==> src/rtl/sum16_serial_ctrl_pkg.sv <==
// Shared definitions for the nibble-serial add/subtract controller:
// FSM state encodings, default nibble count and counter sizing helper.
package sum16_serial_ctrl_pkg;

  localparam int DEF_N_NIB = 4;

  typedef enum logic [1:0] {
    ST_IDLE = 2'd0,
    ST_RUN  = 2'd1,
    ST_DONE = 2'd2
  } state_t;

  // Nibble index counter width; never narrower than one bit.
  function automatic int idx_width(input int n_nib);
    return (n_nib > 1) ? $clog2(n_nib) : 1;
  endfunction

endpackage

==> src/rtl/sum16_serial_ctrl_if.sv <==
// Operand/result handshake bundle between the operand registers (master)
// and the serial add/subtract controller (slave).
interface sum16_serial_ctrl_if #(
  parameter int N_NIB = 4
) ();

  localparam int W = 4 * N_NIB;

  logic         start;
  logic         op_sub;
  logic [W-1:0] a;
  logic [W-1:0] b;
  logic         busy;
  logic         done;
  logic [W-1:0] result;
  logic         cout;
  logic         ovf;

  modport master (
    output start, op_sub, a, b,
    input  busy, done, result, cout, ovf
  );

  modport slave (
    input  start, op_sub, a, b,
    output busy, done, result, cout, ovf
  );

endinterface

==> src/rtl/sum16_serial_ctrl_nib_add4.sv <==
// Combinational 4-bit ripple adder with carry-in; the shared datapath
// element that the serial controller reuses once per nibble.
module nib_add4 (
  input  logic [3:0] i_a,
  input  logic [3:0] i_b,
  input  logic       i_ci,
  output logic [3:0] o_s,
  output logic       o_co
);

  logic w_c;

  // Bit-by-bit ripple, carry flows from bit 0 upward.
  always_comb begin
    w_c = i_ci;
    o_s = 4'b0000;
    for (int i = 0; i < 4; i++) begin
      o_s[i] = i_a[i] ^ i_b[i] ^ w_c;
      w_c    = (i_a[i] & i_b[i]) | (w_c & (i_a[i] ^ i_b[i]));
    end
    o_co = w_c;
  end

endmodule

==> src/rtl/sum16_serial_ctrl.sv <==
// Nibble-serial W-bit add/subtract controller. One shared 4-bit adder is
// stepped over N_NIB cycles; result, carry-out and signed overflow are
// registered on completion and held until the next one.
//
//   state   | meaning
//   --------+-----------------------------------------------------------
//   ST_IDLE | waiting for start; operands captured on the accepting edge
//   ST_RUN  | one nibble per cycle through the shared adder (busy = 1)
//   ST_DONE | outputs just updated, one-cycle done pulse
//   2'd3    | unused, recovers to ST_IDLE
//
// N_NIB is expected to be at least 2.
module sum16_serial_ctrl
  import sum16_serial_ctrl_pkg::*;
#(
  parameter int N_NIB = DEF_N_NIB
) (
  input logic           clk,
  input logic           rst_n,
  sum16_serial_ctrl_if.slave bus
);

  localparam int W     = 4 * N_NIB;
  localparam int IDX_W = idx_width(N_NIB);
  localparam logic [IDX_W-1:0] LAST_IDX = IDX_W'(N_NIB - 1);

  state_t           r_state;
  logic [W-1:0]     r_a_sh;
  logic [W-1:0]     r_b_sh;
  logic [W-1:0]     r_acc;
  logic             r_carry;
  logic [IDX_W-1:0] r_idx;
  logic             r_a_msb;
  logic             r_beff_msb;
  logic [W-1:0]     r_result;
  logic             r_cout;
  logic             r_ovf;

  logic [W-1:0]     w_b_eff;
  logic [3:0]       w_s;
  logic             w_co;
  logic [W-1:0]     w_acc_next;

  assign w_b_eff    = bus.op_sub ? ~bus.b : bus.b;
  assign w_acc_next = {w_s, r_acc[W-1:4]};

  nib_add4 u_nib_add4 (
    .i_a  (r_a_sh[3:0]),
    .i_b  (r_b_sh[3:0]),
    .i_ci (r_carry),
    .o_s  (w_s),
    .o_co (w_co)
  );

  // Sequencer: operand capture, per-nibble shift/accumulate, result load.
  always_ff @(posedge clk or negedge rst_n) begin
    if (!rst_n) begin
      r_state    <= ST_IDLE;
      r_a_sh     <= '0;
      r_b_sh     <= '0;
      r_acc      <= '0;
      r_carry    <= 1'b0;
      r_idx      <= '0;
      r_a_msb    <= 1'b0;
      r_beff_msb <= 1'b0;
      r_result   <= '0;
      r_cout     <= 1'b0;
      r_ovf      <= 1'b0;
    end else begin
      case (r_state)
        ST_IDLE: begin
          if (bus.start) begin
            r_a_sh     <= bus.a;
            r_b_sh     <= w_b_eff;
            r_carry    <= bus.op_sub;
            r_idx      <= '0;
            r_a_msb    <= bus.a[W-1];
            r_beff_msb <= w_b_eff[W-1];
            r_state    <= ST_RUN;
          end
        end
        ST_RUN: begin
          r_acc   <= w_acc_next;
          r_a_sh  <= {4'b0000, r_a_sh[W-1:4]};
          r_b_sh  <= {4'b0000, r_b_sh[W-1:4]};
          r_carry <= w_co;
          r_idx   <= r_idx + 1'b1;
          if (r_idx == LAST_IDX) begin
            r_result <= w_acc_next;
            r_cout   <= w_co;
            r_ovf    <= (r_a_msb == r_beff_msb) && (w_s[3] != r_a_msb);
            r_state  <= ST_DONE;
          end
        end
        ST_DONE: r_state <= ST_IDLE;
        default: r_state <= ST_IDLE;
      endcase
    end
  end

  assign bus.busy   = (r_state == ST_RUN);
  assign bus.done   = (r_state == ST_DONE);
  assign bus.result = r_result;
  assign bus.cout   = r_cout;
  assign bus.ovf    = r_ovf;

endmodule
==> src/flat_wrapper.sv <==
// flat-port wrapper written by rule: the top's interface ports become plain ports
module sum16_serial_ctrl_flat import sum16_serial_ctrl_pkg::*;
#(
  parameter int N_NIB = DEF_N_NIB
)
  (clk, rst_n, bus_start, bus_op_sub, bus_a, bus_b, bus_busy, bus_done, bus_result, bus_cout, bus_ovf);
  sum16_serial_ctrl_if #(.N_NIB(N_NIB)) bus_i ();
  input logic clk;
  input logic rst_n;
  input wire logic [$bits(bus_i.start)-1:0] bus_start;
  input wire logic [$bits(bus_i.op_sub)-1:0] bus_op_sub;
  input wire logic [$bits(bus_i.a)-1:0] bus_a;
  input wire logic [$bits(bus_i.b)-1:0] bus_b;
  output wire logic [$bits(bus_i.busy)-1:0] bus_busy;
  output wire logic [$bits(bus_i.done)-1:0] bus_done;
  output wire logic [$bits(bus_i.result)-1:0] bus_result;
  output wire logic [$bits(bus_i.cout)-1:0] bus_cout;
  output wire logic [$bits(bus_i.ovf)-1:0] bus_ovf;
  assign bus_i.start = bus_start;
  assign bus_i.op_sub = bus_op_sub;
  assign bus_i.a = bus_a;
  assign bus_i.b = bus_b;
  assign bus_busy = bus_i.busy;
  assign bus_done = bus_i.done;
  assign bus_result = bus_i.result;
  assign bus_cout = bus_i.cout;
  assign bus_ovf = bus_i.ovf;
  sum16_serial_ctrl #(.N_NIB(N_NIB)) u_core (.clk(clk), .rst_n(rst_n), .bus(bus_i));
endmodule
==> config.mk <==
export PLATFORM = sky130hd
export DESIGN_NAME = sum16_serial_ctrl_flat
export DESIGN_NICKNAME = d
export VERILOG_FILES = /design/src/rtl/sum16_serial_ctrl_pkg.sv /design/src/rtl/sum16_serial_ctrl_if.sv /design/src/rtl/sum16_serial_ctrl_nib_add4.sv /design/src/rtl/sum16_serial_ctrl.sv /design/src/flat_wrapper.sv
export SDC_FILE = /design/constraint.sdc
export NUM_CORES = 1
export LEC_CHECK = 0
export BUFFER_PORTS_ARGS = -buffer_cell sky130_fd_sc_hd__buf_2
export CORE_ASPECT_RATIO = 0.8
export CORE_UTILIZATION = 55
export DETAILED_ROUTE_END_ITERATION = 8
export PLACE_DENSITY = 0.79
export SYNTH_ARGS = -nofsm -noshare
export SYNTH_HDL_FRONTEND = slang
export SYNTH_SLANG_ARGS = --single-unit
==> constraint.sdc <==
create_clock -name clk -period 3.4 [get_ports clk]
set_clock_uncertainty 0.1 [all_clocks]
set_input_delay 0.34 -clock clk [delete_from_list [all_inputs] [get_ports clk]]
set_output_delay 0.34 -clock clk [all_outputs]
set_load 0.1 [all_outputs]
# ---- After elaboration in Yosys (flattened, before gate mapping)
# Cells that the tools add are included.
dict set report word_totals {
  inputBits 36
  output_inout_bits 20
  elab_cells 59
  register_bits 73
}
dict set report op_classes {
  muxes 12
  bitwise_logic 21
  n_addsub 1
  reduce_logical 7
  n_eq_ne 7
}
# op count
set ops {}
lappend ops {{16-bit one-hot mux with 2 select lines} 2}
lappend ops {{16-bit two-way mux} 3}
lappend ops {{16-bit NOT} 1}
lappend ops {{1-bit bitwise AND} 8}
lappend ops {{2-bit one-hot mux with 2 select lines} 2}
lappend ops {{2-bit AND reduction} 4}
lappend ops {{1-bit bitwise XOR} 8}
lappend ops {{2-bit two-way mux} 3}
lappend ops {{2-bit == test, second input constant} 2}
lappend ops {{1-bit OR} 4}
lappend ops {{2-bit by 1-bit adder with 2-bit output, second input constant} 1}
lappend ops {{2-bit by 1-bit == test with 1-bit output, second input constant} 1}
lappend ops {{2-bit logical NOT} 1}
lappend ops {{2-bit by 1-bit != test with 1-bit output, second input constant} 1}
lappend ops {{2-bit != test, second input constant} 1}
lappend ops {{1-bit one-hot mux with 2 select lines} 1}
lappend ops {{2-bit nonzero test} 1}
lappend ops {{1-bit == test} 1}
lappend ops {{1-bit logical AND} 1}
lappend ops {{1-bit two-way mux} 1}
lappend ops {{1-bit != test} 1}

# ---- Longest topological paths before layout
# Gate-level depths: netlist of run 1.
dict set report depth {
  depth_word 10
  mapped_depth 9
  depth_no_buf 9
}

# ---- Cells and area by module
# From an unflattened synthesis of run 1, not the netlist that was laid out.
dict set report unflattened {
  hier_cells 295
  area_unflattened_um2 3124.2
}
# mod instances seq_area_each_um2 cells_each area_each_um2
set modules_own_cells {}
lappend modules_own_cells {sum16_serial_ctrl 1 1726.7 281 3006.6}
lappend modules_own_cells {nib_add4 1 0.0 14 117.6}

# ---- Worst setup path after synthesis of run 1
# OpenSTA, ideal clock, no wires.
dict set report synth_timing {
  path_type {reg2reg}
  from {register u_core.r_carry}
  to {register u_core.r_ovf, in the netlist u_core.bus.ovf}
  required_time_ns 3.217
  synth_period_minus_slack_ns 2.675
  setup_slack_ns 0.725
  arrival_ns 2.493
  stages_incl_launch_ff 10
  path_cell_list {dfrtp_1 -> fa_1 -> inv_1 -> fa_1 -> inv_1 -> fa_1 -> inv_1 -> fa_1 -> or3_1 -> a31oi_1}
}
dict set report synth_via {
  elab_chain_len 9
}
# element line
set synth_lines {}
lappend synth_lines {{from (decl)} sum16_serial_ctrl.sv:31} ;# logic r_carry;
lappend synth_lines {{from (signal assigned)} sum16_serial_ctrl.sv:75} ;# r_carry <= bus.op_sub;
lappend synth_lines {{from (signal assigned)} sum16_serial_ctrl.sv:86} ;# r_carry <= w_co;
lappend synth_lines {{1-bit bitwise AND} sum16_serial_ctrl_nib_add4.sv:19} ;# w_c = (i_a[i] & i_b[i]) | (w_c & (i_a[i] ^ i_b[i]));
lappend synth_lines {{1-bit OR} sum16_serial_ctrl_nib_add4.sv:19}
lappend synth_lines {{1-bit bitwise AND} sum16_serial_ctrl_nib_add4.sv:19}
lappend synth_lines {{1-bit OR} sum16_serial_ctrl_nib_add4.sv:19}
lappend synth_lines {{1-bit bitwise AND} sum16_serial_ctrl_nib_add4.sv:19}
lappend synth_lines {{1-bit OR} sum16_serial_ctrl_nib_add4.sv:19}
lappend synth_lines {{1-bit bitwise XOR} sum16_serial_ctrl_nib_add4.sv:18} ;# o_s[i] = i_a[i] ^ i_b[i] ^ w_c;
lappend synth_lines {{1-bit != test} sum16_serial_ctrl.sv:91} ;# r_ovf <= (r_a_msb == r_beff_msb) && (w_s[3] != r_a_msb);
lappend synth_lines {{1-bit logical AND} sum16_serial_ctrl.sv:91}
lappend synth_lines {{to (signal assigned)} sum16_serial_ctrl.sv:91}
lappend synth_lines {{to (decl)} sum16_serial_ctrl.sv:37} ;# logic r_ovf;
# No other way between the ends.
# A chain may end at the register's enable or synchronous reset.

# ---- Worst setup path in the final report of run 1
# Same ends and word-level chain as after synthesis.

==> run metrics, run 1 <==
outcome complete, no violations; Main synth FF type sky130_fd_sc_hd__dfrtp_1; Diodes inserted 0; TritonCTS sink count 69; number of enable flip-flop cells after synthesis 0; max-cap viol count 0; Longest Clk Path Bufs 2; critical path endpoint category flip-flop; worst setup slack after placement 0.6067 ns; dominant cell type by count on the critical path sky130_fd_sc_hd__fa_1; Crit path required time 3.57 ns; total of endpoints with negative setup slack in the final report 0; synthesized instance count 312; num ports 56; TritonCTS clock tree built; post-synthesis instance area 0.003234 sq mm; RSZ-0062 raised after global routing false; Die Ht 70.59 um; effective utilization at floorplan 0.5822; total wirelength of the detailed-routed design 6845 um; row cnt 24; Initial DRT Pass Iterations 5; fraction of layout instances using a drive strength above 1 0.2404; library cell with the largest summed area after synthesis sky130_fd_sc_hd__dfrtp_1; filler cell count 448; launch instance of the worst min-delay path bus_a[15]; die area 0.006193 sq mm; endpoints failing hold 0; slowest cell on the critical path sky130_fd_sc_hd__fa_1; Min Clock Period, post-route 2.816 ns; hold crit path type in2reg; worst slew pin tran 0.9731 ns; Post-layout nets 402; worst-case hold path end point u_core.r_a_msb; Reg2Reg Capture Point u_core.bus.ovf; Initial DRC Count 169; top cell type's share of synthesized area 0.5338; Max VDD drop 0.0006153 V; power density cells 1086 mW/mm^2; first-pass GRT wire length 11380 um; average vias per placed instance 5.622; library cells used by synthesis 35; count of nets left with antenna violations after detail routing 0; Crit path arrival time 2.98 ns; floorplan core area 0.005555 sq mm; share of synthesized flip-flops with an asynchronous set or reset 1.000; worst setup slack for register-to-register paths 0.58 ns; critical setup path kind reg2reg; clock slew at the register clock pins of the worst setup and hold paths 0.08 ns; Remaining Overflow, GRT 0; Crit Reg-Reg Startpoint u_core.r_carry; number of cells traversed by the worst register-to-register path 9; pin count of the biggest net entering global routing 47; Port Buffers 55; slowest cell delay on critical path 0.44 ns; detailed-placement wirelength estimate 4477 um; Syn-to-layout area delta 15.63%; final core utilization 0.6732; Total Negative Setup Slacks 0 ns; most frequent standard cell in the layout excluding fill and tap cells sky130_fd_sc_hd__dfrtp_1; smallest setup slack after layout 0.5835 ns; syn_area_per_cell 10.37 sq um; nets in the synthesized netlist 353; drt drc 0; sequential area share after synthesis 0.5338; number of buffers created by CTS 9; number of cells traversed by the worst hold path 3; maximum operating frequency 0.3551 GHz; wire length per cell 15.42 um; source-to-sink clock delay at the later pin of the worst-skew pair 0.35 ns; via count of the first global-routing pass 2420; clock root buffer sky130_fd_sc_hd__clkbuf_8; die span in x 87.74 um; Final Max Slew Viols 0; maximum net fanout on the critical path 4; placer congestion estimate 0.8245; antenna violations before repair 0; total number of vias 2496; post-synthesis sequential element count 69; leakage power of the design 1.802 nW; kind of start point of the critical path flip-flop; top cells by area in the synthesized netlist sky130_fd_sc_hd__dfrtp_1 53%, sky130_fd_sc_hd__nand2_1 6.8%, sky130_fd_sc_hd__a22oi_1 4.6%, sky130_fd_sc_hd__mux2_2 3.8%, sky130_fd_sc_hd__o21ai_0 3.6%; final period utilization 0.8284; number of cells upsized or downsized after cts 0; cell-by-cell listing of the critical path fa_1, inv_1, fa_1, inv_1, fa_1, inv_1, fa_1, or3_1, a31oi_1; worst-case headroom to the max-slew limit 0.3493; most used cells in the layout excluding fill and tap cells 69 x sky130_fd_sc_hd__dfrtp_1, 59 x sky130_fd_sc_hd__nand2_1, 55 x sky130_fd_sc_hd__buf_2; number of H-tree levels 3; total of warnings raised by yosys 0; overall routing resource usage 0.2420
critical path: cells and delay by family (launching register included):
family | cells | cell delay (ns)
AO/OA/AOI/OAI | 1 | 0.17
AND/OR/NAND/NOR | 1 | 0.39
flip-flops | 1 | 0.41
adder cells (fa/ha/maj) | 4 | 1.43
buffers and inverters | 3 | 0.23
where the power goes:
part | total (mW) | switching, mW | internal [mW]
clock network | 0.671 | 0.329 | 0.342
registers | 1.40 | 0.231 | 1.17
logic | 1.99 | 1.46 | 0.529
total | 4.06 | 2.02 | 2.04
stage by stage:
step | hold WS (ns) | total power [mW] | cell area [sq um] | std cells
final | 0.1166 | 4.062 | 3740 | 444
after global routing | 0.1156 | 4.295 | 3740 | 444
after CTS | 0.1081 | 4.080 | 3740 | 444
after detailed placement | 0.2529 | 3.406 | 3531 | 427
after global placement | 0.2493 | 3.339 | 3531 | 427
after floorplan | -0.05559 | 2.988 | 3234 | 312
sequential cells by signal, indices dropped and copies added (netlist names):
| signal | flops |
|---|---|
| u_core.r_b_sh | 16 |
| u_core.r_state | 2 |
| u_core.bus.cout | 1 |
| u_core.bus.result | 16 |
| u_core.r_a_msb | 1 |
| u_core.r_beff_msb | 1 |
| u_core.r_carry | 1 |
| u_core.bus.ovf | 1 |
| u_core.r_a_sh | 16 |
| u_core.r_idx | 2 |
| u_core.r_acc | 12 |
synthesized netlist by cell type, drive strengths merged (2+ instances only):
cell type	n
a21oi	16
clkbuf	11
fa	4
buf	11
o21ai	26
xor2	8
a221o	8
dfrtp	69
o32ai	8
nor2	2
a22oi	20
a2bb2oi	3
nor3b	2
mux2	14
xnor2	8
nand2	59
nor2b	15
inv	18
layer usage:
metal	track usage	wire, um
met5	0	0
met3	0.09568	524
met1	0.3339	3025
met4	0.05464	81
met2	0.3643	3213
cells by family (layout without fill, tap and decap cells):
family | count (synthesis) | count (layout) | share of synthesized area
AND/OR/NAND/NOR | 84 | 84 | 0.1188
multiplexers | 14 | 14 | 0.04874
flip-flops | 69 | 69 | 0.5339
buffers and inverters | 40 | 94 | 0.05377
AO/OA/AOI/OAI | 84 | 84 | 0.1729
XOR/XNOR | 16 | 16 | 0.04333
adder cells (fa/ha/maj) | 5 | 5 | 0.02863
timing repair:
| item | in CTS | in global routing |
|---|---|---|
| hold buffers | 1 | 0 |
| buffers inserted | 0 | 0 |
| hold endpoints to repair | 23 | 0 |
cell type report:
| class | count | area [sq um] | share of cell area |
|---|---|---|---|
| clock buffers | 9 | 123.9 | 0.03312 |
| clock inverters | 7 | 75.07 | 0.02007 |
| inverters | 18 | 67.56 | 0.01807 |
| multi-input cells | 203 | 1334 | 0.3566 |
| flip-flops and latches | 69 | 1727 | 0.4617 |
| well taps | 78 | 97.59 | 0.02610 |
| repair buffers | 60 | 315.3 | 0.08431 |
worst max path at each step:
stage,start,end
3_3_place_gp,u_core.r_carry,u_core.bus.ovf
4_1_cts,u_core.r_carry,u_core.bus.ovf
3_5_place_dp,u_core.r_carry,u_core.bus.ovf
2_1_floorplan,u_core.r_carry,u_core.bus.ovf
6_report,u_core.r_carry,u_core.bus.ovf
5_1_grt,u_core.r_carry,u_core.bus.ovf
(Power assumes the default switching activity.)
==> inputs of run 2 (changes only) <==
- ABC_AREA: not set -> 1
- CORE_UTILIZATION: 55 -> 50
- PLACE_DENSITY: 0.79 -> 0.75
- clock period: 3.4 -> 2.3 ns (I/O delays scaled with it)
==> run metrics, run 2 <==
number of enable flip-flop cells after synthesis 0; synthesized instance count 382; drt drc 0; max-cap viol count 0; worst setup slack for register-to-register paths -0.1 ns; antenna violations before repair 0; total of endpoints with negative setup slack in the final report 2; FF+latch area 0.001727 sq mm; Min Clock Period, post-route 2.396 ns; sequential area share after synthesis 0.5391; number of H-tree levels 3; pin count of the biggest net entering global routing 70; Initial DRT Pass Iterations 4; Crit path arrival time 2.58 ns; post-synthesis compound-gate area fraction 0.05156; library cells used by synthesis 17; wire length per cell 12.53 um; area occupied by multi-input gates 0.001240 sq mm; Final Max Slew Viols 0; TritonCTS sink count 69; clock slew at the register clock pins of the worst setup and hold paths 0.07 ns; leading cell type by number of instances after synthesis sky130_fd_sc_hd__nand2_1; floorplan core area 0.006037 sq mm; Crit path required time 2.48 ns; die span in x 91.49 um; row cnt 25; Initial DRC Count 163; Syn-to-layout area delta 19.41%; TritonCTS clock tree built; via count of the first global-routing pass 2436; kind of start point of the critical path flip-flop; fraction of layout instances using a drive strength above 1 0.2242; detailed-placement wirelength estimate 4391 um; post-synthesis instance area 0.003203 sq mm; die area 0.006732 sq mm; filler cell count 520; source-to-sink clock delay at the later pin of the worst-skew pair 0.35 ns; worst-case headroom to the max-slew limit 0.5727; count of nets left with antenna violations after detail routing 0; share of synthesized flip-flops with an asynchronous set or reset 1.000; maximum net fanout on the critical path 4; Post-layout nets 483; XOR/XNOR share of the synthesized area 0.01094; Total Negative Setup Slacks -0.1425 ns; power density cells 1570 mW/mm^2; Port Buffers 55; Die Ht 73.59 um; RSZ-0062 raised after global routing true; mux share of post-synthesis cell area 0; Longest Clk Path Bufs 2; library cell with the largest summed area after synthesis sky130_fd_sc_hd__dfrtp_1; effective utilization at floorplan 0.5306; first-pass GRT wire length 11310 um; nets in the synthesized netlist 423; maximum operating frequency 0.4173 GHz; smallest setup slack after layout -0.09635 ns; top cells by area in the synthesized netlist sky130_fd_sc_hd__dfrtp_1 54%, sky130_fd_sc_hd__nand2_1 16%, sky130_fd_sc_hd__nand3_1 12%, sky130_fd_sc_hd__inv_1 4.0%, sky130_fd_sc_hd__buf_2 2.7%; total number of vias 2647; most frequent standard cell in the layout excluding fill and tap cells sky130_fd_sc_hd__nand2_1; worst slew pin tran 0.6387 ns; num ports 56; worst setup slack after placement -0.1035 ns; number of buffers created by CTS 9; dominant combinational cell family by area after synthesis simple AND/OR/NAND/NOR gates; adder-cell share of the synthesized area 0.02891; average vias per placed instance 5.023; hold crit path type in2reg; final core utilization 0.6336; endpoints failing hold 0; syn_area_per_cell 8.385 sq um; total of warnings raised by yosys 0; clock root buffer sky130_fd_sc_hd__clkbuf_8; failing checks negative setup slack; outcome complete, but fails checks; final period utilization 1.042; total wirelength of the detailed-routed design 6602 um; commonest cells in the netlist 138 x sky130_fd_sc_hd__nand2_1, 74 x sky130_fd_sc_hd__nand3_1, 69 x sky130_fd_sc_hd__dfrtp_1; Main synth FF type sky130_fd_sc_hd__dfrtp_1; Remaining Overflow, GRT 0; critical path endpoint category flip-flop; top cell type's share of synthesized area 0.5391; leakage power of the design 2.070 nW; post-synthesis sequential element count 69; overall routing resource usage 0.2189; post-synthesis simple-gate area fraction 0.2926; most used cells in the layout excluding fill and tap cells 138 x sky130_fd_sc_hd__nand2_1, 74 x sky130_fd_sc_hd__nand3_1, 69 x sky130_fd_sc_hd__dfrtp_1; placer congestion estimate 0.7736; Max VDD drop 0.0008127 V; Diodes inserted 0; critical setup path kind reg2reg
run 2: changes by cell type in the layout (fill, tap and decap cells not counted), sizes merged, moves of 4 or more:
cell | before | now
xnor2 | 8 | 0
a21oi | 16 | 0
nor2b | 15 | 0
nor2 | 2 | 6
mux2 | 14 | 0
a22oi | 20 | 0
inv | 19 | 35
buf | 59 | 65
dlygate4sd3 | 1 | 5
o32ai | 8 | 0
nand3 | 1 | 74
a221o | 8 | 0
xor2 | 8 | 4
nand2 | 59 | 141
run 2: metrics by stage:
| stage | std cells | power [mW] | hold slack, ns | instance area, sq um |
|---|---|---|---|---|
| finish | 527 | 6.005 | 0.03235 | 3825 |
| global route | 527 | 6.419 | 0.03735 | 3825 |
| CTS | 527 | 6.051 | 0.01674 | 3822 |
| detailed placement | 506 | 4.942 | 0.1832 | 3552 |
| global placement | 506 | 4.868 | 0.1769 | 3552 |
| floorplan | 382 | 4.348 | -0.1656 | 3211 |
run 2: what timing repair did:
item / 4_1_cts / 5_1_grt
endpoints found under the hold margin: 73 / 0
hold buffers: 5 / 0
setup endpoints to repair: 2 / 3
pin swaps: 0 / 1
buffers inserted: 1 / 0
gates resized for setup: 0 / 1
run 2: layout make-up:
type                       instances  area share
timing repair buffer              70      0.1079
inverter                          35     0.03435
clock inverter                     5     0.01963
multi-input combinational        257      0.3242
tap                               81     0.02650
clock buffer                      10     0.03598
sequential                        69      0.4514
run 2: power breakdown:
group / total (mW) / switching, mW / internal, mW
clock network: 1.08 / 0.448 / 0.628
logic: 2.91 / 2.20 / 0.705
registers: 2.02 / 0.295 / 1.73
run 2: cell families after synthesis:
group	count (synthesis)
simple gates	221
flops	69
buf+inv	56
compound gates	27
fa+ha+maj	5
xor+xnor	4
run 2: worst paths after layout:
kind                                            from                    end  cells after the start
worst max-delay path                u_core.r_a_sh[0]         u_core.bus.ovf                     12
worst max register to register      u_core.r_a_sh[0]         u_core.bus.ovf                     12
worst min-delay path                        bus_a[7]       u_core.r_a_sh[7]                      3
worst min register to register  u_core.bus.result[3]   u_core.bus.result[3]                      2
max in group asynchronous                      rst_n       u_core.r_b_sh[6]                      3
min in group asynchronous                      rst_n  u_core.bus.result[10]                      3
run 2: critical path, stage by stage, from the launching register on:
cell and delay [ns]:
sky130_fd_sc_hd__dfrtp_1 0.40, sky130_fd_sc_hd__fa_2 0.39, sky130_fd_sc_hd__inv_2 0.06, sky130_fd_sc_hd__fa_2 0.19
sky130_fd_sc_hd__inv_2 0.04, sky130_fd_sc_hd__fa_2 0.32, sky130_fd_sc_hd__inv_2 0.06, sky130_fd_sc_hd__fa_2 0.45
sky130_fd_sc_hd__nor2_1 0.10, sky130_fd_sc_hd__nand2_1 0.05, sky130_fd_sc_hd__nand2_1 0.06, sky130_fd_sc_hd__nand2_1 0.04
sky130_fd_sc_hd__nand2_1 0.07
run 2: per-layer routing:
layer,vias to the layer above,global-route usage,part of all wire,wire (um)
li1,1323,-,-,-
met1,1236,0.2820,0.46,3031
met2,82,0.3651,0.48,3152
met5,-,0,0,0
met3,6,0.07246,0.057,377
met4,0,0.04762,0.0062,41
